==> src/rtl/rgb_sram_writer.sv <==
// YUV pixel-pair to RGB converter that packs each pair into three 16-bit words
// and writes them consecutively into the RGB segment of external SRAM.
module rgb_sram_writer #(
  parameter logic [17:0] RGB_BASE  = 18'd146944,
  parameter int          NUM_PAIRS = 38400
) (
  input  logic        CLOCK_50_I,
  input  logic        Reset,
  input  logic        start,
  input  logic        in_valid,
  output logic        in_ready,
  input  logic [7:0]  Y0,
  input  logic [7:0]  U0,
  input  logic [7:0]  V0,
  input  logic [7:0]  Y1,
  input  logic [7:0]  U1,
  input  logic [7:0]  V1,
  output logic [17:0] SRAM_address,
  output logic [15:0] SRAM_write_data,
  output logic        SRAM_we_n,
  output logic        done,
  output logic [1:0]  state_dbg
);

  localparam int              CW        = $clog2(NUM_PAIRS + 1);
  localparam logic [CW-1:0]   PAIRS_MAX = CW'(NUM_PAIRS);
  localparam logic [17:0]     LAST_ADDR = RGB_BASE + 18'(3 * NUM_PAIRS - 1);

  typedef enum logic [1:0] {
    S_IDLE   = 2'd0,
    S_ACTIVE = 2'd1,
    S_DONE   = 2'd2
  } state_t;

  state_t          state_q, state_d;
  logic [1:0]      cooldown_q;
  logic [CW-1:0]   accepted_q;
  logic [17:0]     ptr_q;
  logic            s1_valid_q, s2_valid_q;
  logic [47:0]     px_q;
  logic [23:0]     rgb0_q, rgb1_q;
  logic [1:0]      seq_q;
  logic            xfer;
  logic            writing;

  // Handshake: a pair moves when in_valid and in_ready are both high at a rising
  // edge; in_ready never depends on in_valid and in_valid is ignored when not ready.
  assign xfer      = in_valid & in_ready;
  assign writing   = s2_valid_q | (seq_q != 2'd0);
  assign state_dbg = state_q;

  function automatic logic [7:0] clip(input logic signed [31:0] acc);
    logic signed [31:0] s;
    s = acc >>> 16;
    if (s < 0)               clip = 8'd0;
    else if (s > 32'sd255)   clip = 8'hFF;
    else                     clip = s[7:0];
  endfunction

  function automatic logic [23:0] to_rgb(input logic [7:0] yy, input logic [7:0] uu,
                                         input logic [7:0] vv);
    logic signed [31:0] y, u, v;
    y = $signed({24'd0, yy}) - 32'sd16;
    u = $signed({24'd0, uu}) - 32'sd128;
    v = $signed({24'd0, vv}) - 32'sd128;
    to_rgb = {clip(32'sd76284 * y + 32'sd104595 * v),
              clip(32'sd76284 * y - 32'sd25624 * u - 32'sd53281 * v),
              clip(32'sd76284 * y + 32'sd132251 * u)};
  endfunction

  always_ff @(posedge CLOCK_50_I or posedge Reset) begin
    if (Reset) state_q <= S_IDLE;
    else       state_q <= state_d;
  end

  always_comb begin
    state_d  = state_q;
    in_ready = 1'b0;
    done     = 1'b0;
    case (state_q)
      S_IDLE: if (start) state_d = S_ACTIVE;
      S_ACTIVE: begin
        in_ready = (cooldown_q == 2'd0) && (accepted_q < PAIRS_MAX);
        // The write pointer only moves forward, so seeing the final address on the bus
        // means word2 of the last pair is being written this cycle.
        if (!SRAM_we_n && (SRAM_address == LAST_ADDR)) state_d = S_DONE;
      end
      S_DONE: begin
        done = 1'b1;
        if (!start) state_d = S_IDLE;
      end
      default: state_d = S_IDLE;
    endcase
  end

  always_ff @(posedge CLOCK_50_I or posedge Reset) begin
    if (Reset) begin
      cooldown_q      <= 2'd0;
      accepted_q      <= '0;
      ptr_q           <= '0;
      s1_valid_q      <= 1'b0;
      s2_valid_q      <= 1'b0;
      px_q            <= '0;
      rgb0_q          <= '0;
      rgb1_q          <= '0;
      seq_q           <= 2'd0;
      SRAM_we_n       <= 1'b1;
      SRAM_address    <= '0;
      SRAM_write_data <= '0;
    end else begin
      // Stage 1 captures the pair, stage 2 holds clipped RGB for both pixels.
      s1_valid_q <= xfer;
      if (xfer) px_q <= {Y0, U0, V0, Y1, U1, V1};
      s2_valid_q <= s1_valid_q;
      if (s1_valid_q) begin
        rgb0_q <= to_rgb(px_q[47:40], px_q[39:32], px_q[31:24]);
        rgb1_q <= to_rgb(px_q[23:16], px_q[15:8], px_q[7:0]);
      end

      if (state_q == S_IDLE) begin
        cooldown_q <= 2'd0;
        accepted_q <= '0;
        ptr_q      <= RGB_BASE;
      end else begin
        if (xfer) begin
          cooldown_q <= 2'd2;
          accepted_q <= accepted_q + 1'b1;
        end else if (cooldown_q != 2'd0) begin
          cooldown_q <= cooldown_q - 2'd1;
        end
        if (writing) ptr_q <= ptr_q + 18'd1;
      end

      // The 3-cycle accept spacing guarantees the word sequence never overlaps.
      SRAM_we_n <= 1'b1;
      if (s2_valid_q) begin
        SRAM_we_n       <= 1'b0;
        SRAM_address    <= ptr_q;
        SRAM_write_data <= {rgb0_q[23:16], rgb0_q[15:8]};
        seq_q           <= 2'd1;
      end else if (seq_q == 2'd1) begin
        SRAM_we_n       <= 1'b0;
        SRAM_address    <= ptr_q;
        SRAM_write_data <= {rgb0_q[7:0], rgb1_q[23:16]};
        seq_q           <= 2'd2;
      end else if (seq_q == 2'd2) begin
        SRAM_we_n       <= 1'b0;
        SRAM_address    <= ptr_q;
        SRAM_write_data <= {rgb1_q[15:8], rgb1_q[7:0]};
        seq_q           <= 2'd0;
      end
    end
  end

endmodule

==> config.mk <==
export PLATFORM = sky130hd
export DESIGN_NAME = rgb_sram_writer
export DESIGN_NICKNAME = d
export VERILOG_FILES = /design/src/rtl/rgb_sram_writer.sv
export SDC_FILE = /design/constraint.sdc
export NUM_CORES = 2
export LEC_CHECK = 0
export CAP_MARGIN = 20
export CORE_AREA = 4 4 194 290
export DETAILED_ROUTE_END_ITERATION = 7
export DIE_AREA = 0 0 198 294
export GPL_ROUTABILITY_DRIVEN = 0
export PLACE_DENSITY = 0.81
export SYNTH_ARGS = -nofsm -noshare
export SYNTH_HDL_FRONTEND = slang
export SYNTH_SLANG_ARGS = --single-unit
export TNS_END_PERCENT = 1
==> constraint.sdc <==
create_clock -name CLOCK_50_I -period 10.6 [get_ports CLOCK_50_I]
set_clock_uncertainty 0.2 [all_clocks]
set_input_delay 2.12 -clock CLOCK_50_I [delete_from_list [all_inputs] [get_ports CLOCK_50_I]]
set_output_delay 2.12 -clock CLOCK_50_I [all_outputs]
set_load 0.005 [all_outputs]
* After elaboration in Yosys (flattened, before gate mapping)
Index checks and enable logic that the tools add are counted.
W data, S select, Z words.
** Word-level totals
- Flip-flop bits (word level) :: 173
- Output and inout port bits :: 39
- Logic and storage cells :: 112
** Cells by class
- Add/subtract/negate cells :: 17
- Multipliers :: 10
- Order comparisons :: 13
- Equal/unequal tests :: 8
- Mux-type cells :: 37
- Bitwise logic cells :: 2
- Reductions and logical operators :: 12
** Operators with widths (count)
- $mux W8 :: 12
- $mux W18 :: 5
- $mux W16 :: 5
- $add A27 B28 Y29 :: 2
- $sub A28 B26 Y29 :: 2
- $add A27 B27 Y28 :: 2
- $mul A19 B9 Y28 const A :: 2
- $sub A27 B25 Y28 :: 2
- $mul A18 B9 Y27 const A :: 2
- $gt A13 B9 Y1 const B :: 4
- $lt A13 B1 Y1 const B :: 4
- $mul A17 B9 Y26 const A :: 2
- $mul A16 B9 Y25 const A :: 2
- $mul A13 B9 Y22 const A :: 2
- $sub A8 B8 Y9 const B :: 4
- $gt A12 B9 Y1 const B :: 2
- $lt A12 B1 Y1 const B :: 2
- $add A18 B1 Y18 const B :: 1
- $eq A18 B18 Y1 const B :: 1
- $mux W2 :: 9
- $sub A8 B5 Y9 const B :: 2
- $add A16 B1 Y16 const B :: 1
- $lt A16 B16 Y1 const B :: 1
- $reduce_bool A2 Y1 :: 4
- 13 further kinds :: 24

* Depth between registers and ports, before layout
- Depth in word-level cells :: 7
- Depth in mapped cells :: 37
- Depth with buffers taken out :: 37

* Worst setup path after synthesis
Ideal clock, no wire load.
- Path kind :: flip-flop to flip-flop
- Start point :: register px_q[39]
- End point :: register rgb0_q[11]
- Setup time :: 0.065 ns
- Data arrival time :: 8.353 ns
- Required time :: 10.335 ns
- Path slack :: 1.982 ns
- Cell stages (with the launch flop) :: 36
- Buffers on the path :: 0
- Clock period less this slack :: 8.618 ns
- Cells stage by stage :: dfrtp_1 -> inv_1 -> ha_1 -> xnor2_1 -> ha_1 -> a21o_1 -> ha_1 -> inv_1 -> fa_1 -> inv_1 -> ha_1 -> a31oi_1 -> o21bai_1 -> a21oi_1 -> nor2b_1 -> o21ai_0 -> nand2b_1 -> a21o_1 -> a21oi_1 -> xnor2_1 -> ha_1 -> fa_1 -> fa_1 -> inv_1 -> fa_1 -> inv_1 -> fa_1 -> inv_1 -> ha_1 -> a21oi_1 -> o2111ai_2 -> a31oi_4 -> o31ai_2 -> a31oi_2 -> mux2i_2 -> o22a_1
** On the way
- Cells in the longest elaborated chain, start to end :: 7
** RTL lines
- start: declaration :: RTL line 40 : logic [47:0] px_q;
- start signal: assignment :: RTL line 113 : if (xfer) px_q <= {Y0, U0, V0, Y1, U1, V1};
- $sub A8 B8 Y9 * :: RTL line 64 : u = $signed({24'd0, uu}) - 32'sd128;
- $mul A13 B9 Y22 * :: RTL line 67 : clip(32'sd76284 * y - 32'sd25624 * u - 32'sd53281 * v),
- $sub A27 B25 Y28 * :: RTL line 67
- $sub A28 B26 Y29 * :: RTL line 67
- $gt A13 B9 Y1 :: RTL line 56 : else if (s > 32'sd255) clip = 8'hFF;
- $mux W8 :: RTL line 56
- $mux W8 * :: RTL line 55 : if (s < 0) clip = 8'd0;
- end signal: assignment :: RTL line 116 : rgb0_q <= to_rgb(px_q[47:40], px_q[39:32], px_q[31:24]);
- end: declaration :: RTL line 41 : logic [23:0] rgb0_q, rgb1_q;
Mark *: on every way between the ends. The rest lies on a longest branch, timed or not.
A chain may end at the register's enable or synchronous reset.

* Worst setup path after layout
- Start point :: register px_q[39]
- End point :: register rgb0_q[12]
Same word-level chain as after synthesis.

==> flow_summary.json <==
{
  "layout.nets": 4640,
  "yosysTopAreaCell": "ha_1",
  "die_h_um": 294,
  "via_count": 23630,
  "yosys.area_share.adder_pct": 52.13,
  "path_class": "reg2reg",
  "yosys.area_share.xor_xnor_pct": 5.038,
  "yosys_warnings": 0,
  "postPlaceCellArea_sq_um": 33770,
  "path_delay_family": "adder cells",
  "wl_um": 77150,
  "path_clk_slew_ns": 0.08,
  "ant_nets": 0,
  "fmax_ghz": 0.1047,
  "htreeDepth": 4,
  "post_cts_resized": 0,
  "synthFlopType": "dfrtp_1",
  "slowest_stage": "dfrtp_1",
  "endpoint_kind": "register",
  "dp_hpwl_um": 65550,
  "maxCapViolations": 0,
  "arrival_ns": 9.76,
  "drt-pass1-iter-count": 5,
  "hp-class": "reg2reg",
  "synthCells": 3356,
  "hold_viol_final": 0,
  "syn-num-nets": 4548,
  "diodes": 0,
  "clock-root-buffer": "clkbuf_16",
  "port_buffers": 90,
  "fillers": 4251,
  "grt_pass1_wl_um": 124100,
  "synth-simple-area-share_pct": 7.992,
  "syn_area_sq_um": 31990,
  "synth_seq_cells": 173,
  "cts_sinks": 173,
  "max_stage_delay_ns": 0.69,
  "fin_area_sq_um": 34380,
  "synth_top_family_by_area": "adder cells",
  "synth_top_area_share_pct": 32.04,
  "initial_utilization_pct": 59.66,
  "grt_util_all_layers_pct": 26.97,
  "reg2reg_setup_slack_ns": 1.05,
  "cts_tree": "yes",
  "rows": 104,
  "critPathBufInv": 6,
  "synth-compound-area-share_pct": 11.29,
  "regArea_sq_um": 4332,
  "route.detailed.drc": 0,
  "setup_ws_ns": 1.045,
  "muxShareOfSynthArea_pct": 0.8215,
  "ctsHoldBuffers": 0,
  "tns_ns": 0,
  "path_max_fanout": 14,
  "fin_crit_ns": 9.555,
  "die_area_sq_um": 58210,
  "cts_buffers": 17,
  "drt_iter0_markers": 1052,
  "grt_max_degree": 109,
  "rsz0062_at_grt": "no",
  "drive_gt1_share_pct": 3.727,
  "cts_buffer_depth": 2,
  "setup.worst_path.start_class": "register",
  "dp_slack_ns": 1.131,
  "via_per_inst": 5.695,
  "wire_per_inst_um": 18.59,
  "grt_overflow": 0,
  "seq_area_frac_synth_pct": 13.54,
  "antenna_found_initial": 0,
  "clock_latency_ns": 0.48,
  "ys_top_cells_by_area": "ha_1 (32%), fa_1 (20%), dfrtp_1 (13%)",
  "period_share_pct": 90.14,
  "finalSetupViolCount": 0,
  "synth.most_common_cell": "ha_1",
  "synth-edff-count": 0,
  "multiInputGateArea_sq_um": 24730,
  "worst-slew-pin-transition_ns": 1.039,
  "ios": 91,
  "outcome": "finished clean",
  "grt_pass1_vias": 24760,
  "synthTopCellsByCount": "ha_1 (819), inv_1 (741), fa_1 (321)",
  "syn_avg_cell_area_sq_um": 9.531,
  "postCtsSetupRepairBufs": 0,
  "coreArea_sq_um": 53610,
  "slew_headroom_pct": 30.23,
  "cp.required_ns": 10.81,
  "synthArstFlopShare_pct": 100.0,
  "die_x_um": 198,
  "area_delta_synth_final_pct": 7.487,
  "finalMaxSlewViolations": 0,
  "synth_cell_types": 94
}
==> layout by cell type (no fill, tap or decap), types with 5 or more instances in the layout <==
master | Yosys | routed
nand2b_1 | 11 | 11
nand3_1 | 38 | 38
nand4_1 | 28 | 28
xnor2_1 | 105 | 105
and3_1 | 14 | 14
a21oi_1 | 158 | 158
mux2i_1 | 8 | 8
nand2_1 | 179 | 179
clkbuf_16 | 0 | 17
a31oi_1 | 25 | 25
ha_1 | 819 | 819
o211ai_1 | 7 | 7
o22ai_1 | 19 | 19
and2_1 | 12 | 11
a21o_1 | 59 | 59
nor2_1 | 129 | 128
o31ai_1 | 9 | 9
a211oi_1 | 15 | 15
o21bai_1 | 23 | 23
fa_1 | 321 | 321
buf_4 | 0 | 21
o21ai_1 | 16 | 16
dfrtp_1 | 172 | 171
and4_1 | 5 | 5
o221a_1 | 24 | 24
o21ai_0 | 80 | 80
xor2_1 | 79 | 79
nor3_1 | 31 | 30
inv_1 | 741 | 740
o22a_1 | 8 | 8
mux2_2 | 15 | 15
o21a_1 | 15 | 15
or2_2 | 9 | 9
or3_1 | 15 | 15
clkdlybuf4s50_1 | 0 | 90
nor2b_1 | 28 | 28
==> stage by stage <==
stage / utilization (%) / cells / hold slack (ns)
finish: 64.13 / 4150 / 0.2963
CTS: 64.06 / 4148 / 0.2998
detailed placement: 62.98 / 4116 / 0.2834
global placement: 62.98 / 4116 / 0.2783
global route: 64.13 / 4150 / 0.3271
floorplan: - / 3356 / 0.2081
==> worst reg2reg max path: cells and delay by family, from the launching register on <==
kind                       cells  cell delay (ns)
AOI/OAI and AO/OA             13             2.62
xor gates and xnor gates       2             0.28
adders and majority gates     11             4.38
buffers and inverters          6             0.67
DFF                            1             0.69
muxes                          1             0.45
and+or+nand+nor                2             0.18
==> registers in the layout, indices dropped and copies added (netlist names) <==
signal,cells
px_q,48
rgb0_q,24
rgb1_q,24
SRAM_address,18
ptr_q,18
SRAM_write_data,16
accepted_q,16
cooldown_q,2
seq_q,2
state_dbg,2
SRAM_we_n,1
s1_valid_q,1
s2_valid_q,1
==> worst paths after layout <==
kind | to | startpoint | depth (start not counted)
hold / removal | SRAM_address[4] | SRAM_address[4] | 2
setup / recovery | rgb0_q[12] | px_q[39] | 35
hold reg to reg | SRAM_address[4] | SRAM_address[4] | 2
max in group asynchronous | s1_valid_q | Reset | 3
setup reg to reg | rgb0_q[12] | px_q[39] | 35
min in group asynchronous | px_q[4] | Reset | 2
==> cell families after synthesis <==
logic type,Yosys count
DFF,173
muxes,24
and+or+nand+nor,529
buffers and inverters,782
AOI/OAI and AO/OA,524
xor gates and xnor gates,184
adders and majority gates,1140
==> per-layer routing <==
metal | track usage (%) | share of wire (%) | vias to the layer above | wire length, um
met4 | 18.85 | 8.6 | 0 | 6614
met1 | 28.77 | 36 | 11490 | 27400
met2 | 49.31 | 52 | 575 | 40440
met5 | 0 | 0 | - | 0
li1 | - | - | 11320 | -
met3 | 2.703 | 3.5 | 244 | 2693
==> cell type report <==
cell class / instances / share of cell area, %
well taps: 689 / 2.507
flip-flops and latches: 173 / 12.60
multi-input cells: 2401 / 71.92
inverters: 743 / 8.134
repair buffers: 112 / 3.159
clock inverters: 12 / 0.3566
clock buffers: 20 / 1.328
Power is not shown: default switching activity piles up to over one toggle a cycle in this logic, so the estimate is an artifact.
